--- src/rtl/detect_count_display.sv ---
// detect_count_display: counts sequence-detector matches as 4 BCD digits and scans them onto a 4-digit 7-segment display.
// Define SATURATE_EN to hold the count at 9999 at the limit instead of wrapping to 0000.
module detect_count_display #(
    parameter int REFRESH_DIV = 100_000
) (
    input  logic       clk,
    input  logic       reset,
    input  logic       step,
    input  logic       y_in,
    input  logic       clr,
    output logic [3:0] an,
    output logic [6:0] seg,
    output logic       dp,
    output logic       ovf
);
    localparam int CW = REFRESH_DIV > 1 ? $clog2(REFRESH_DIV) : 1;
    localparam logic [CW-1:0] RLAST = CW'(REFRESH_DIV - 1);

    logic             step_q, y_q, hit, carry, at_max;
    logic [3:0][3:0]  d, d_inc, d_evt;
    logic [3:0]       blank;
    logic [CW-1:0]    rcnt;
    logic [1:0]       sel;

    function automatic logic [6:0] seg_dec(input logic [3:0] v);
        case (v)
            4'd0: return 7'b1000000;
            4'd1: return 7'b1111001;
            4'd2: return 7'b0100100;
            4'd3: return 7'b0110000;
            4'd4: return 7'b0011001;
            4'd5: return 7'b0010010;
            4'd6: return 7'b0000010;
            4'd7: return 7'b1111000;
            4'd8: return 7'b0000000;
            4'd9: return 7'b0010000;
            default: return 7'b1111111;
        endcase
    endfunction

    // match is sampled the cycle before the detector's state advances
    assign hit = step && !step_q && y_q;

    always_comb begin
        carry = 1'b1;
        d_inc = d;
        for (int i = 0; i < 4; i++) begin
            d_inc[i] = carry ? (d[i] == 4'd9 ? 4'd0 : d[i] + 4'd1) : d[i];
            carry    = carry && d[i] == 4'd9;
        end
        at_max = carry;
    end

`ifdef SATURATE_EN
    assign d_evt = at_max ? d : d_inc;
`else
    assign d_evt = d_inc;
`endif

    always_comb begin
        blank[3] = d[3] == 4'd0;
        blank[2] = blank[3] && d[2] == 4'd0;
        blank[1] = blank[2] && d[1] == 4'd0;
        blank[0] = 1'b0;
    end

    always_ff @(posedge clk or negedge reset) begin
        if (!reset) begin
            step_q <= 1'b0;
            y_q    <= 1'b0;
            d      <= '0;
            ovf    <= 1'b0;
            rcnt   <= '0;
            sel    <= 2'd0;
            an     <= 4'b1111;
            seg    <= 7'b1111111;
            dp     <= 1'b1;
        end else begin
            step_q <= step;
            y_q    <= y_in;
            if (clr) begin
                d <= '0;
            end else if (hit) begin
                d <= d_evt;
                if (at_max) ovf <= 1'b1;
            end
            rcnt <= rcnt == RLAST ? '0 : rcnt + CW'(1);
            if (rcnt == RLAST) sel <= sel + 2'd1;
            an  <= ~(4'b0001 << sel);
            seg <= blank[sel] ? 7'b1111111 : seg_dec(d[sel]);
            dp  <= !(sel == 2'd0 && ovf);
        end
    end
endmodule
--- config.mk ---
export PLATFORM = sky130hd
export DESIGN_NAME = detect_count_display
export DESIGN_NICKNAME = d
export VERILOG_FILES = /design/src/rtl/detect_count_display.sv
export SDC_FILE = /design/constraint.sdc
export NUM_CORES = 1
export LEC_CHECK = 0
export BUFFER_PORTS_ARGS = -buffer_cell sky130_fd_sc_hd__buf_2
export CAP_MARGIN = 20
export CORE_MARGIN = 1.5
export CORE_UTILIZATION = 45
export DETAILED_ROUTE_END_ITERATION = 10
export MAX_ROUTING_LAYER = met4
export SETUP_SLACK_MARGIN = 0.15
export SKIP_CTS_REPAIR_TIMING = 1
export SLEW_MARGIN = 20
export SYNTH_ARGS = -nofsm -noshare
export SYNTH_HDL_FRONTEND = slang
export SYNTH_SLANG_ARGS = --single-unit
--- constraint.sdc ---
create_clock -name clk -period 5.1 [get_ports clk]
set_clock_uncertainty 0.15 [all_clocks]
set_input_delay 0.765 -clock clk [delete_from_list [all_inputs] [get_ports clk]]
set_output_delay 0.765 -clock clk [all_outputs]
set_load 0.005 [all_outputs]
==> impl_metrics.toml <==
[status]
status = "finished clean"

[placed_design]
portBuffers = 17
dp_hpwl_mm = 3.423
place.gp.congestion = 0.8176
place_area_sq_um = 2830

[cts]
cts_tree = "built"
clock_sinks = 50
htree_levels = 2
clkSlewWorstSetupHoldPaths_ps = 90
cts-root-buf = "clkbuf_8"
clk_latency_ps = 300
cts_buffers = 5
cts_buffer_depth = 2

[timing]
fmax_mhz = 429.0
whs_ps = 318.7
slew_violations = 0
fin_crit_sh_pct = 45.71
max_slew.worst_pin.slew_ps = 766.1
rsz0062_at_grt = "false"
setup_viol = 0
maxSlewHeadroom_pct = 48.74
setup_tns_ps = 0
hold_violations = 0
min_period_ps = 2331

[setup_path]
cp-end-kind = "flip-flop"
path_max_fanout = 11
r2r_setup_slack_ps = 2770
setup.worst_path.start_class = "flip-flop"
required_ps = 5140
critPathKind = "reg -> reg"
regToRegStartpoint = "rcnt[0]$_DFF_PN0_"
rr_worst_depth = 5
cp.arrival_ps = 2370
r2r_end = "sel[1]$_DFFE_PN0N_"

[final_layout]
layout_common_cells = "dfrtp_1 (38), nand2_1 (24), nor2_1 (22)"
design_area_sq_um = 2952
diodes = 0
multiInputGateArea_sq_um = 1310
layout.nets = 305
fillCellCount = 549
drive_gt1_share_pct = 15.36
fin_util_pct = 50.15
layout_commonest_cell = "dfrtp_1"
regArea_sq_um = 1266
area_growth_pct = 8.760

[global_routing]
grt_max_degree = 51
antenna_found_initial = 0
grt_usage_pct = 16.99
grt_pass1_vias = 1802
grt_pass1_wl_mm = 8.362
grt_overflow = 0

[power]
clkPwrFrac_pct = 38.9
leakagePower_nw = 1.295
vdd_drop_max_uv = 117.6
cellPowerDensity_nw_per_um2 = 256.3
p_int_uw = 584.6
switchingPower_uw = 171.9
power_frac_seq_pct = 55.1
p_comb_share_pct = 6.0
p_sw_share_pct = 22.72

[yosys]
ys_seq_area_share_pct = 46.66
synth_cell_type_count = 47
ys_ff_latch = 50
synth_adder_area_share_pct = 9.682
syn_area_sq_um = 2714
synth_ff_type = "dfrtp_1"
synth_compound_area_share_pct = 9.267
synthMuxAreaShare_pct = 4.749
synth_nets = 293
avgSynthCellArea_sq_um = 10.16
synth-simple-area-share_pct = 19.73
synth_top_family_by_area = "simple AND/OR/NAND/NOR gates"
yosysWarnings = 0
async_reset_ff_share_pct = 100.0
synth_edf_count = 0
synthCells = 267
synth-xor-area-share_pct = 4.841

[routing]
wl_met1_mm = 2.455
top_layer = "met4"
vias = 1891
wl_met3_um = 241
drcViolationCount = 0
dr_wl_met2_mm = 2.068
vias_per_cell = 5.327
wl_per_cell_um = 13.54
wl_mm = 4.808
drtAntennaViolNets = 0
drt-pass1-iter-count = 4
drtIter0Drc = 120

[min_path]
holdPathStages = 1
hp-start = "ovf$_DFFE_PN0P_"
min_to = "dp$_DFF_PN1_"
hold_path_class = "reg -> reg"

[die]
die_area_sq_um = 6506
fp.dieW_um = 80.66
initial_utilization_pct = 46.11
coreArea_sq_um = 5886
num_io_pins = 18
die_y_um = 80.66
row_count = 28

[run]
drv_cap = 0
## state kept, by name, indices dropped and copies added (netlist names)
signal and cells:
sel 2, ovf 1, seg 7, step_q 1, dp 1, rcnt 17
y_q 1, an 4, d 16
## cell usage after synthesis, types with 2 or more instances
cell      instances  share of area (%)
dfrtp_1          38                 35
nand2_1          24                3.3
nor2_1           22                3.0
ha_1             21                9.7
inv_1            18                2.5
o21ai_0          15                2.8
dfstp_2          12                 12
a21oi_1          11                2.0
xnor2_1          10                3.2
nand3_1           9                1.7
clkbuf_1          8                1.1
nand4_1           6                1.4
nor3_1            6                1.1
and3b_1           5                1.6
nand2b_1          5                1.2
xor2_1            5                1.6
and2_1            4               0.92
o31ai_1           4                1.1
or3_1             4               0.92
nand3b_1          3               0.83
nor2b_1           3               0.69
a31oi_1           2               0.46
a41oi_1           2               0.65
and4_1            2               0.65
buf_6             2               0.83
mux2i_1           2               0.74
mux4_1            2                1.9
mux4_2            2                1.7
nor3b_1           2               0.55
## how the worst max path moves through the flow
| stage | startpoint | endpoint | slack [ps] |
|---|---|---|---|
| 6_report | rcnt[0]$_DFF_PN0_ | sel[1]$_DFFE_PN0N_ | 2770 |
| 5_1_grt | rcnt[0]$_DFF_PN0_ | sel[1]$_DFFE_PN0N_ | 2590 |
| 4_1_cts | rcnt[0]$_DFF_PN0_ | sel[1]$_DFFE_PN0N_ | 2780 |
| 3_5_place_dp | rcnt[0]$_DFF_PN0_ | sel[1]$_DFFE_PN0N_ | 2800 |
| 3_3_place_gp | rcnt[0]$_DFF_PN0_ | sel[1]$_DFFE_PN0N_ | 2860 |
| 2_1_floorplan | sel[0]$_DFFE_PN0N_ | seg[4]$_DFF_PN1_ | 3060 |
## power groups by stage
stage	Combinational (mW)	Sequential, mW	Clock (mW)
floorplan	0.0278	0.421	0
detailed placement	0.0465	0.425	0
CTS	0.0465	0.417	0.305
global route	0.0549	0.419	0.320
finish	0.0452	0.417	0.294
global placement	0.0454	0.424	0
## logic make-up after synthesis
logic type      after synthesis
simple gates                102
flops                        50
compound gates               41
buf+inv                      31
fa+ha+maj                    21
xor+xnor                     15
mux                           7
## layer usage
metal | GRT usage [%] | up-vias
met5 | - | -
met4 | 4.828 | 0
met3 | 3.523 | 4
met2 | 25.63 | 45
met1 | 23.17 | 901
li1 | - | 941
## stage by stage
step | worst slack (ps) | power, mW | cells
3_5_place_dp | 2799 | 0.4711 | 347
6_report | 2769 | 0.7566 | 355
5_1_grt | 2587 | 0.7944 | 355
3_3_place_gp | 2860 | 0.4698 | 347
2_1_floorplan | 3056 | 0.4487 | 267
4_1_cts | 2779 | 0.7691 | 355
## worst max-delay path, cell delays in order (launching register included)
cell and delay, ps:
dfrtp_1 400, ha_1 220, and4_1 360, nand2_1 80, nor2_1 600, mux2_2 410
## final cells by class
type | instances | share of cell area [%]
tap | 75 | 3.179
timing repair buffer | 18 | 3.137
multi-input combinational | 186 | 44.38
clock inverter | 2 | 1.314
inverter | 18 | 2.289
sequential | 50 | 42.90
clock buffer | 6 | 2.798
Note: power is estimated with default switching activity, not from simulation.
